--- src/rtl/noc_pkg.sv ---
// Shared NoC definitions: channel geometry, flit-type encodings and flit field helpers.
// Used by vc_buffer and vc_out_arbiter.
package noc_pkg;

  localparam int FLIT_WIDTH = 34;
  localparam int N_VIRT_CHN = 3;
  localparam int VC_ID_W    = 2;

  localparam int FT_MSB   = 33;
  localparam int FT_LSB   = 32;
  localparam int SIZE_MSB = 29;
  localparam int SIZE_LSB = 22;

  // The reserved code is carried as a body flit everywhere it matters.
  typedef enum logic [1:0] {
    FT_HEAD = 2'b00,
    FT_BODY = 2'b01,
    FT_RSVD = 2'b10,
    FT_TAIL = 2'b11
  } flit_type_e;

  function automatic flit_type_e flit_type(input logic [FLIT_WIDTH-1:0] flit);
    return flit_type_e'(flit[FT_MSB:FT_LSB]);
  endfunction

  // A head with a non-zero size field opens a wormhole that lasts until the tail.
  function automatic logic is_multi_head(input logic [FLIT_WIDTH-1:0] flit);
    return (flit_type(flit) == FT_HEAD) && (flit[SIZE_MSB:SIZE_LSB] != '0);
  endfunction

endpackage

--- src/rtl/rr_arbiter.sv ---
// Combinational round-robin arbiter: first requester at or after ptr_i, wrapping,
// reported as a one-hot grant plus its index.
module rr_arbiter #(
  parameter int N_REQ = 3,
  parameter int IDX_W = 2
) (
  input  logic [N_REQ-1:0] req_i,
  input  logic [IDX_W-1:0] ptr_i,
  output logic [N_REQ-1:0] gnt_o,
  output logic [IDX_W-1:0] gnt_idx_o,
  output logic             gnt_vld_o
);

  always_comb begin
    // NOTE: every output gets a default before the loop, so no path leaves one unassigned and no latch is inferred.
    gnt_o     = '0;
    gnt_idx_o = '0;
    gnt_vld_o = 1'b0;
    for (int i = 0; i < N_REQ; i++) begin
      if (!gnt_vld_o && req_i[(int'(ptr_i) + i) % N_REQ]) begin
        gnt_vld_o = 1'b1;
        gnt_o[(int'(ptr_i) + i) % N_REQ] = 1'b1;
        gnt_idx_o = IDX_W'((int'(ptr_i) + i) % N_REQ);
      end
    end
  end

endmodule

--- src/rtl/vc_out_arbiter.sv ---
// Arbitrates per-VC flit streams onto one registered output channel, with wormhole
// locking on multi-flit packets and a one-cycle error pulse on framing violations.
module vc_out_arbiter
  import noc_pkg::*;
(
  input  logic                             clk,
  input  logic                             arst,
  input  logic [N_VIRT_CHN*FLIT_WIDTH-1:0] fdata_i,
  input  logic [N_VIRT_CHN-1:0]            valid_i,
  output logic [N_VIRT_CHN-1:0]            ready_o,
  output logic [FLIT_WIDTH-1:0]            fdata_o,
  output logic [VC_ID_W-1:0]               vc_id_o,
  output logic                             valid_o,
  input  logic                             ready_i,
  output logic                             err_o
);

  logic [FLIT_WIDTH-1:0] fdata_q, fdata_d;
  logic [VC_ID_W-1:0]    vc_id_q, vc_id_d;
  logic                  valid_q, valid_d;
  logic                  err_q, err_d;
  logic                  lock_vld_q, lock_vld_d;
  logic [VC_ID_W-1:0]    lock_vc_q, lock_vc_d;
  logic [VC_ID_W-1:0]    rr_ptr_q, rr_ptr_d;

  logic                  stage_free;
  logic [N_VIRT_CHN-1:0] gnt_oh;
  logic [VC_ID_W-1:0]    gnt_idx;
  logic                  gnt_vld;
  logic [N_VIRT_CHN-1:0] lock_oh;
  logic                  xfer;
  logic [VC_ID_W-1:0]    xfer_idx;
  logic [FLIT_WIDTH-1:0] xfer_flit;
  flit_type_e            xfer_type;

  rr_arbiter #(
    .N_REQ (N_VIRT_CHN),
    .IDX_W (VC_ID_W)
  ) u_rr (
    .req_i     (valid_i),
    .ptr_i     (rr_ptr_q),
    .gnt_o     (gnt_oh),
    .gnt_idx_o (gnt_idx),
    .gnt_vld_o (gnt_vld)
  );

  always_comb begin
    stage_free = !valid_q || ready_i;

    for (int k = 0; k < N_VIRT_CHN; k++) begin
      lock_oh[k] = (lock_vc_q == VC_ID_W'(k));
    end

    // Reset also gates ready_o so no vc_buffer pops a flit that would be lost.
    ready_o = '0;
    if (arst && stage_free) begin
      ready_o = lock_vld_q ? lock_oh : (gnt_vld ? gnt_oh : '0);
    end

    xfer     = |(valid_i & ready_o);
    xfer_idx = lock_vld_q ? lock_vc_q : gnt_idx;

    xfer_flit = '0;
    for (int k = 0; k < N_VIRT_CHN; k++) begin
      if (xfer_idx == VC_ID_W'(k)) xfer_flit = fdata_i[k*FLIT_WIDTH +: FLIT_WIDTH];
    end
    xfer_type = flit_type(xfer_flit);

    fdata_d    = fdata_q;
    vc_id_d    = vc_id_q;
    valid_d    = valid_q;
    err_d      = 1'b0;
    lock_vld_d = lock_vld_q;
    lock_vc_d  = lock_vc_q;
    rr_ptr_d   = rr_ptr_q;

    if (xfer) begin
      fdata_d = xfer_flit;
      vc_id_d = xfer_idx;
      valid_d = 1'b1;
      if (!lock_vld_q) begin
        rr_ptr_d = (xfer_idx == VC_ID_W'(N_VIRT_CHN - 1)) ? '0 : xfer_idx + VC_ID_W'(1);
        err_d    = (xfer_type != FT_HEAD);
        if (is_multi_head(xfer_flit)) begin
          lock_vld_d = 1'b1;
          lock_vc_d  = xfer_idx;
        end
      end else begin
        // A stray head inside a wormhole is flagged but does not re-target the lock.
        err_d = (xfer_type == FT_HEAD);
        if (xfer_type == FT_TAIL) lock_vld_d = 1'b0;
      end
    end else if (stage_free) begin
      valid_d = 1'b0;
    end
  end

  // NOTE: sequential state uses non-blocking assignments so every register samples pre-edge values.
  always_ff @(posedge clk or negedge arst) begin
    if (!arst) begin
      fdata_q    <= '0;
      vc_id_q    <= '0;
      valid_q    <= 1'b0;
      err_q      <= 1'b0;
      lock_vld_q <= 1'b0;
      lock_vc_q  <= '0;
      rr_ptr_q   <= '0;
    end else begin
      fdata_q    <= fdata_d;
      vc_id_q    <= vc_id_d;
      valid_q    <= valid_d;
      err_q      <= err_d;
      lock_vld_q <= lock_vld_d;
      lock_vc_q  <= lock_vc_d;
      rr_ptr_q   <= rr_ptr_d;
    end
  end

  assign fdata_o = fdata_q;
  assign vc_id_o = vc_id_q;
  assign valid_o = valid_q;
  assign err_o   = err_q;

endmodule

--- config.mk ---
export PLATFORM = sky130hd
export DESIGN_NAME = vc_out_arbiter
export DESIGN_NICKNAME = d
export VERILOG_FILES = /design/src/rtl/noc_pkg.sv /design/src/rtl/rr_arbiter.sv /design/src/rtl/vc_out_arbiter.sv
export SDC_FILE = /design/constraint.sdc
export NUM_CORES = 1
export LEC_CHECK = 0
export CAP_MARGIN = 10
export CORE_MARGIN = 8
export CORE_UTILIZATION = 44
export CTS_CLUSTER_SIZE = 14
export DETAILED_ROUTE_END_ITERATION = 10
export GPL_TIMING_DRIVEN = 0
export PLACE_DENSITY = 0.88
export REMOVE_ABC_BUFFERS = 1
export SLEW_MARGIN = 20
export SYNTH_ARGS = -nofsm -noshare
export SYNTH_HDL_FRONTEND = slang
export SYNTH_HIERARCHICAL = 1
export SYNTH_SLANG_ARGS = --single-unit
--- constraint.sdc ---
create_clock -name clk -period 5.4 [get_ports clk]
set_input_delay 1.35 -clock clk [delete_from_list [all_inputs] [get_ports clk]]
set_output_delay 1.35 -clock clk [all_outputs]
set_load 0.005 [all_outputs]
## Word-level counts from Yosys, hierarchy flattened

Cells that the tools add are included.
Widths: inputs -> output; s select.

- Flip-flop bits (word level): 43
- Input bits: 108
- Output and inout port bits: 41
- Logic and storage cells: 87

- Add/sub/neg operators: 3
- Divide/modulo/power cells: 3
- $lt $le $gt $ge: 6
- Equal/unequal tests: 5
- Mux-type cells: 39
- Bitwise operators: 4
- Reduce and logical (&&, ||, !) cells: 20

Operators by type and width:

| operator | count |
|---|---|
| $mux 34 | 3 |
| $ge 32x1->1 const B | 3 |
| $lt 32x4->1 const B | 3 |
| $mod 32x3->32 const B | 2 |
| $mod 3x3->32 const B | 1 |
| $mux 1 | 19 |
| $mux 3 | 6 |
| $mux 2 | 5 |
| $reduce_bool 8->1 | 1 |
| $logic_and 1x1->1 | 7 |
| $bmux 1 s2 | 3 |
| $demux 1 s2 | 3 |
| $eq 2x2->1 const B | 3 |
| $logic_not 2->1 | 3 |
| $or 3x3->3 | 2 |
| $eq 2x1->1 const B | 2 |
| $reduce_bool 2->1 | 2 |
| $add 2x1->3 const B | 1 |
| $add 2x2->3 const B | 1 |
| $and 3x3->3 | 1 |
| $logic_not 1->1 | 3 |
| $reduce_and 3->1 | 1 |
| $reduce_or 3->1 | 1 |
| $add 2x1->2 const B | 1 |
| other kinds (3) | 3 |

## Depth between registers and ports, before layout

Gate-level depths: netlist of run 1.

- Depth in word-level cells: 20
- Depth in mapped cells: 15
- Mapped depth without buffers: 12

## Modules after synthesis

The synthesis of run 1 kept the hierarchy.

By module, submodules not included:

| module | instances | cells each | area each (µm²) | seq. area each (µm²) |
|---|---|---|---|---|
| vc_out_arbiter | 1 | 285 | 2527.4 | 1076.0 |
| rr_arbiter | 1 | 52 | 381.6 | 0.0 |

## Worst setup path after synthesis of run 1

Ideal clock, no wire load.

- Kind: input port to output port
- Start point: in valid_i[1]
- End point: out ready_o[2]
- Arrival: 2.281 ns
- Required time: 4.050 ns
- Slack: 1.769 ns
- Stages on the path: 6
- Path buffers: 0
- Path through: a22o_2 > a211oi_1 > o21bai_1 > nor2b_1 > a22oi_1 > nor2_1

- Word-level cells in the longest chain between the ends: 13
- Elaborated cells between the ends (all ways): 24
- Classes of those cells: mux: 18; bitwise: 2; reduce/logical: 4

RTL lines:

| item | RTL line | RTL |
|---|---|---|
| from (decl) | vc_out_arbiter.sv:9 | `input logic [N_VIRT_CHN-1:0] valid_i,` |
| $bmux 1 s2 | rr_arbiter.sv:20 | `if (!gnt_vld_o && req_i[(int'(ptr_i) + i) % N_REQ]) begin` |
| $mux 1 (not written as such) (2 in series) | rr_arbiter.sv:20 |  |
| $mux 1 | rr_arbiter.sv:20 |  |
| $logic_not 1->1 | rr_arbiter.sv:20 |  |
| $logic_and 1x1->1 | rr_arbiter.sv:20 |  |
| $mux 1 | rr_arbiter.sv:20 |  |
| $logic_not 1->1 | rr_arbiter.sv:20 |  |
| $logic_and 1x1->1 | rr_arbiter.sv:20 |  |
| $mux 1 (*) | rr_arbiter.sv:20 |  |
| named net gnt_vld | vc_out_arbiter.sv:29 | `logic gnt_vld;` |
| $mux 3 (*) (2 in series) | vc_out_arbiter.sv:57 | `ready_o = lock_vld_q ? lock_oh : (gnt_vld ? gnt_oh : '0);` |
| $mux 3 (*) | vc_out_arbiter.sv:56 | `if (arst && stage_free) begin` |
| to (decl) | vc_out_arbiter.sv:10 | `output logic [N_VIRT_CHN-1:0] ready_o,` |

Mark *: on every way through the listed nets, which the timed path passes. The rest lies on a longest branch. The select of a mux whose other input is x is not followed.

## Final worst setup path of run 1

- Start point: in valid_i[2]
- End point: out ready_o[1]

Same word-level chain as after synthesis.

==> results of run 1 <==
[Yosys cell counts (2+ instances only)]
| cell type | count | area [sq um] |
|---|---|---|
| inv_1 | 6 | 22.5 |
| o21ai_0 | 2 | 10.0 |
| and2_1 | 3 | 18.8 |
| nor3_1 | 5 | 25.0 |
| buf_2 | 12 | 60.1 |
| nand3_1 | 3 | 15.0 |
| ha_1 | 4 | 50.1 |
| a22oi_1 | 3 | 22.5 |
| dfrtp_1 | 43 | 1080 |
| a221oi_1 | 6 | 52.6 |
| nor2b_1 | 6 | 37.5 |
| mux2i_1 | 35 | 350 |
| and2b_1 | 2 | 15.0 |
| mux2_1 | 4 | 45.0 |
| nor4_1 | 2 | 12.5 |
| mux2i_4 | 3 | 67.6 |
| mux2_2 | 2 | 22.5 |
| clkbuf_1 | 5 | 18.8 |
| nor2_1 | 75 | 282 |
| nand2b_1 | 6 | 37.5 |
| a2bb2oi_1 | 3 | 26.3 |
| nand2_1 | 7 | 26.3 |
| buf_6 | 2 | 22.5 |
| buf_4 | 2 | 15.0 |
| a21oi_1 | 71 | 355 |
[stage by stage]
step           TNS [ns]  utilization  cells  hold WS [ns]
2_1_floorplan         0            -    314         0.483
3_3_place_gp     -35.71        0.682    539         0.472
3_5_place_dp          0        0.695    542         0.479
4_1_cts               0        0.708    550         0.497
5_1_grt               0        0.708    550         0.528
6_report              0        0.708    550         0.495
[critical path, stage by stage]
cell	delay, ns
clkdlybuf4s50_1	0.64
nand2b_1	0.19
mux2i_4	0.23
o21bai_1	0.14
nor2b_1	0.22
a22oi_1	0.10
nor2_1	0.20
clkdlybuf4s50_1	0.54
[cell families after synthesis]
family	after synthesis	share of synthesized area
buf+inv	29	0.0538
flops	43	0.370
xor+xnor	1	0.00301
mux	45	0.172
simple gates	114	0.175
fa+ha+maj	4	0.0172
compound gates	101	0.209
[sequential cells by signal, indices dropped and copies added, names as in the netlist]
| register | flops |
|---|---|
| rr_ptr_q | 2 |
| fdata_o | 34 |
| vc_id_o | 2 |
| valid_o | 1 |
| lock_vc_q | 2 |
| lock_vld_q | 1 |
| err_o | 1 |
[routing by layer]
layer / track usage / vias to the layer above
li1: - / 1470
met1: 0.214 / 1402
met2: 0.340 / 105
met3: 0.0782 / 6
met4: 0.0373 / 0
met5: 0 / -
[worst max-delay path by stage]
stage                          start           end  slack (ns)  depth (start not counted)
after floorplan           valid_i[2]  lock_vc_q[1]        0.80                         10
after global placement          arst  lock_vc_q[1]       -1.32                          6
after detailed placement  valid_i[1]  lock_vc_q[0]        0.23                         12
after CTS                 valid_i[2]    ready_o[0]        0.44                          8
after global routing      valid_i[2]    ready_o[0]        0.21                          8
final                     valid_i[2]    ready_o[1]        0.44                          8
[power by group]
| part | internal (mW) | switching (mW) | total [mW] |
|---|---|---|---|
| registers | 0.486 | 0.113 | 0.599 |
| logic | 0.830 | 0.823 | 1.65 |
| clock network | 0.0906 | 0.112 | 0.202 |
[layout make-up]
type	count	share of cell area
inverter	6	0.00498
timing repair buffer	151	0.343
tap	77	0.0213
sequential	43	0.238
clock inverter	2	0.00277
clock buffer	6	0.0161
multi-input combinational	265	0.374
==> impl_metrics.toml, run 1 <==
[logic_synthesis]
avgSynthCellArea_sq_um = 8.63
synth_edf_count = 0
synthArstFlopShare = 1.00
ys_ff_latch = 43
seq_area_frac_synth = 0.370
synth_cell_types = 50
ys.warnings.count = 6
synthCells = 337
ys.flop_type = "dfrtp_1"
synth_area_sq_um = 2910

[die]
num_rows = 29
core_sq_um = 6390
io_pins = 149
die_h_microns = 97.3
die_x_microns = 97.3
initial_core_util = 0.456
dieArea_sq_um = 9470

[layout]
final_common_cell = "clkdlybuf4s50_1"
mostFrequentLayoutCells = "clkdlybuf4s50_1 (147), nor2_1 (75), a21oi_1 (71), dfrtp_1 (43), mux2i_1 (35)"
layout.nets = 584
stdcell_area_sq_um = 4520
ff_latch_area_sq_um = 1080
antennaDiodeCount = 0
fillers = 511
syn_to_final_growth_pct = 55.4
drive_gt1_frac = 0.0465
multi_input_area_sq_um = 1690

[route]
routed-wl-met2_microns = 4770
dr.pass1.iters = 4
vias = 2983
wirelength_met1_microns = 3720
drt-initial-drc-count = 89
highest_layer = "met4"
viasPerCell = 5.42
wl_met3_microns = 891
drc = 0
drt-wirelength-per-cell_microns = 17.1
ant_nets = 0
routed_wl_microns = 9430

[pwr]
cellLeakagePower_nw = 1.94
p_per_area_nw_per_um2 = 543
power_mw = 2.45
ir_drop_mv = 0.534

[sta]
slew_headroom = 0.499
slew_violations = 0
setup_violations = 0
fmax_ghz = 0.201
period_minus_slack_ns = 4.96
rsz0062_at_grt = "false"
hold_viol = 0
tightest_slew_ns = 0.751
clock_skew_ns = 0.00863
final.period_utilization = 0.919
layout_setup_ws_ns = 0.436

[setup_path]
critPathLaunchType = "primary input"
r2r_cells = 13
path_max_fanout = 9
r2r_start = "rr_ptr_q[1]"
r2r_end = "lock_vc_q[1]"
critPathRequiredTime_ns = 4.05
ff2ff_setup_slack_ns = 1.30
cp.arrival_ns = 3.61
worstSetupPathType = "primary input to output pin"
cp-end-kind = "output pin"

[placement]
placed_area_sq_um = 4440
gp_congestion = 0.860
dpl.hpwl_microns = 7340
dp_slack_ns = 0.233
port_buffers = 148

[clock_tree]
cts_tree = "yes"
clock_sinks = 43
htreeDepth = 2
cts_setup_buffers = 0
hold_buffers = 0
cts_resized = 0
clk_latency_ns = 0.29
clock_path_buffers = 2
cts-root-buf = "clkbuf_8"
clkTransAtPathRegs_ns = 0.08
cts_made_buffers = 5

[global_routing]
grt_pass1_vias = 3131
grt-ovfl-total = 0
grt_start_max_net_pins = 77
grt.total_usage = 0.193
grt_first_pass_wirelength_microns = 15300
antenna_found_initial = 0

[min_path]
hold_depth = 1
min_to = "fdata_o[32]"
hold_path.class = "flip-flop to flip-flop"
min_from = "fdata_o[32]"

[flow_run]
cap_violations = 0

[status]
status = "finished clean"
Note: power is estimated with default switching activity, not from simulation.
==> run 2, diff against run 1 <==
ABC_AREA = 1   (was not set)
CELL_PAD_IN_SITES_DETAIL_PLACEMENT = 1   (was not set)
CELL_PAD_IN_SITES_GLOBAL_PLACEMENT = 2   (was not set)
CORE_UTILIZATION = 22   (was 44)
CTS_BUF_LIST = sky130_fd_sc_hd__clkbuf_8   (was not set)
PLACE_DENSITY = not set   (was 0.88)
PLACE_DENSITY_LB_ADDON = 0.1   (was not set)
==> impl_metrics.toml, run 2 <==
[sta]
slew_headroom = 0.438
setup_violations = 0
clock_skew_ns = 0.00457
fmax_ghz = 0.209
slew_violations = 0
period_minus_slack_ns = 4.78
layout_setup_ws_ns = 0.622
rsz0062_at_grt = "false"
hold_viol = 0
tightest_slew_ns = 0.840
final.period_utilization = 0.885
holdWs_ns = 0.490

[placement]
dp_slack_ns = 0.579
port_buffers = 148
placed_area_sq_um = 4410
gp_congestion = 0.731
dpl.hpwl_microns = 8450

[setup_path]
worstSetupPathType = "primary input to output pin"
slowest_stage = "clkdlybuf4s50_1"
critPathBufInv = 6
critPathMaxStageDelay_ns = 0.57
critPathRequiredTime_ns = 4.05
cp.arrival_ns = 3.43
cp_top_family = "buffers and inverters"
critPathLaunchType = "primary input"
path_max_fanout = 6
worstPathCellList = "clkdlybuf4s50_1 -> inv_2 -> o21ai_2 -> nand2_4 -> inv_2 -> nand2_1 -> nand2_1 -> inv_2 -> nand2_1 -> nand3_1 -> o21ai_0 -> inv_1 -> nor2_1 -> clkdlybuf4s50_1"
cp-end-kind = "output pin"

[global_routing]
grt_start_max_net_pins = 45
grt.total_usage = 0.138
antenna_found_initial = 0
grt-ovfl-total = 0
grt_first_pass_wirelength_microns = 17600
grt_pass1_vias = 3396

[pwr]
ir_drop_mv = 0.215
cellLeakagePower_nw = 1.92
power_mw = 2.40
p_per_area_nw_per_um2 = 533

[route]
dr.pass1.iters = 4
highest_layer = "met4"
wl_met3_microns = 1250
drt-wirelength-per-cell_microns = 15.5
wirelength_met1_microns = 4300
viasPerCell = 4.30
vias = 3022
ant_nets = 0
routed-wl-met2_microns = 5260
drt-initial-drc-count = 82
drc = 0
routed_wl_microns = 10900

[layout]
finalCoreUtilization = 0.360
fillers = 1542
layout.nets = 641
mostFrequentLayoutCells = "nand2_1 (148), clkdlybuf4s50_1 (147), nor2_1 (43), dfrtp_1 (43), nand3_1 (27)"
final_common_cell = "nand2_1"
syn_to_final_growth_pct = 61.4
largest_reg_flops = 34
drive_gt1_frac = 0.0792
antennaDiodeCount = 0
stdcell_area_sq_um = 4490

[clock_tree]
clk_latency_ns = 0.32
cts_tree = "yes"
cts-root-buf = "clkbuf_8"
cts_setup_buffers = 0
clock_path_buffers = 2
clkTransAtPathRegs_ns = 0.09
htreeDepth = 2
clock_sinks = 43
hold_buffers = 0
cts_made_buffers = 5
cts_resized = 0

[status]
status = "finished clean"

[logic_synthesis]
synth.top_cell.area_share = 0.387
avgSynthCellArea_sq_um = 7.15
yosysTopAreaCell = "dfrtp_1"
synthCells = 389
synth_area_sq_um = 2780
yosysMostFrequentCell = "nand2_1"
ys_top_cells_by_count = "nand2_1 (148), dfrtp_1 (43), nor2_1 (43)"
synth_edf_count = 0
synth_cell_types = 30
ys_ff_latch = 43
synthArstFlopShare = 1.00
seq_area_frac_synth = 0.387
ys.warnings.count = 6
synth_area_leaders = "dfrtp_1 (39%), nand2_1 (20%), a41oi_1 (7.6%)"
ys.flop_type = "dfrtp_1"

[flow_run]
cap_violations = 0

[die]
dieArea_sq_um = 16500
die_x_microns = 128
num_rows = 41
io_pins = 149
die_h_microns = 128
initial_core_util = 0.223
core_sq_um = 12500

[min_path]
hold_path.class = "flip-flop to flip-flop"
==> run 2: cell types whose count changed after synthesis, sizes merged, moves of 4 or more <==
cell	delta
nand2b	-6
a41oi	+24
o21ai	+19
clkbuf	-5
nor2	-21
mux2	-7
inv	+28
nand3	+26
nor2b	-6
a21oi	-71
nand2	+149
nor3	-4
mux2i	-38
a221oi	-7
==> run 2: metrics by stage <==
| stage | TNS, ns | instances |
|---|---|---|
| 2_1_floorplan | 0 | 373 |
| 3_3_place_gp | -39.69 | 693 |
| 3_5_place_dp | 0 | 694 |
| 4_1_cts | 0 | 702 |
| 5_1_grt | 0 | 702 |
| 6_report | 0 | 702 |
==> run 2: area by class of cell <==
type / count / area, sq um / share of cell area
well taps: 172 / 215 / 0.0479
multi-input cells: 295 / 1470 / 0.328
flip-flops and latches: 43 / 1080 / 0.240
clock inverters: 3 / 16.3 / 0.00362
clock buffers: 5 / 68.8 / 0.0153
inverters: 35 / 136 / 0.0304
repair buffers: 149 / 1510 / 0.335
==> run 2: kinds of logic (layout without fill, tap and decap cells) <==
family                     count (synthesis)  after routing  share of synthesized area
adders and majority gates                  4              4                     0.0180
xor gates and xnor gates                   1              1                    0.00315
buffers and inverters                     51            192                     0.0859
AOI/OAI and AO/OA                         47             47                      0.125
DFF                                       43             43                      0.387
and+or+nand+nor                          243            243                      0.381
==> run 2: worst paths after layout <==
path | from | endpoint | slack, ns | cells after the start
hold / removal | fdata_o[29] | fdata_o[29] | 0.49 | 2
hold reg to reg | fdata_o[29] | fdata_o[29] | 0.49 | 2
setup / recovery | valid_i[2] | ready_o[1] | 0.62 | 14
setup reg to reg | rr_ptr_q[0] | lock_vld_q | 1.84 | 20
min in group asynchronous | arst | fdata_o[1] | 1.03 | 1
max in group asynchronous | arst | fdata_o[26] | 3.95 | 1
==> run 2: power by group <==
| part | internal [mW] | leakage, nW | switching (mW) | total (mW) |
|---|---|---|---|---|
| Sequential | 0.475 | 0.507 | 0.0805 | 0.556 |
| Combinational | 0.673 | 1.37 | 0.951 | 1.62 |
| Clock | 0.0888 | 0.0453 | 0.127 | 0.215 |
==> run 2: metal layers <==
| layer | vias up | global-route usage |
|---|---|---|
| li1 | 1534 | - |
| met1 | 1395 | 0.142 |
| met2 | 88 | 0.239 |
| met3 | 5 | 0.0811 |
| met4 | 0 | 0.0294 |
| met5 | - | 0 |
==> run 2: worst register-to-register path, stage by stage, from the launching register on <==
cell,delay [ns]
dfrtp_1,0.42
inv_1,0.09
ha_1,0.40
inv_2,0.15
nand2_1,0.06
nand3_1,0.07
nand2_1,0.05
nand2_1,0.09
inv_2,0.05
nand3_1,0.10
nand2_1,0.09
nand2_1,0.07
nand2_1,0.33
nor2_4,0.80
nand2_1,0.10
nand3_1,0.14
nand2_1,0.06
nor2_1,0.11
nand2_1,0.11
nand2_2,0.09
o21ai_0,0.08
==> run 3, diff against run 2 <==
SETUP_SLACK_MARGIN = 0.05   (was not set)
==> results of run 3 <==
Final layout, timing and power as in run 2 (identical DEF).
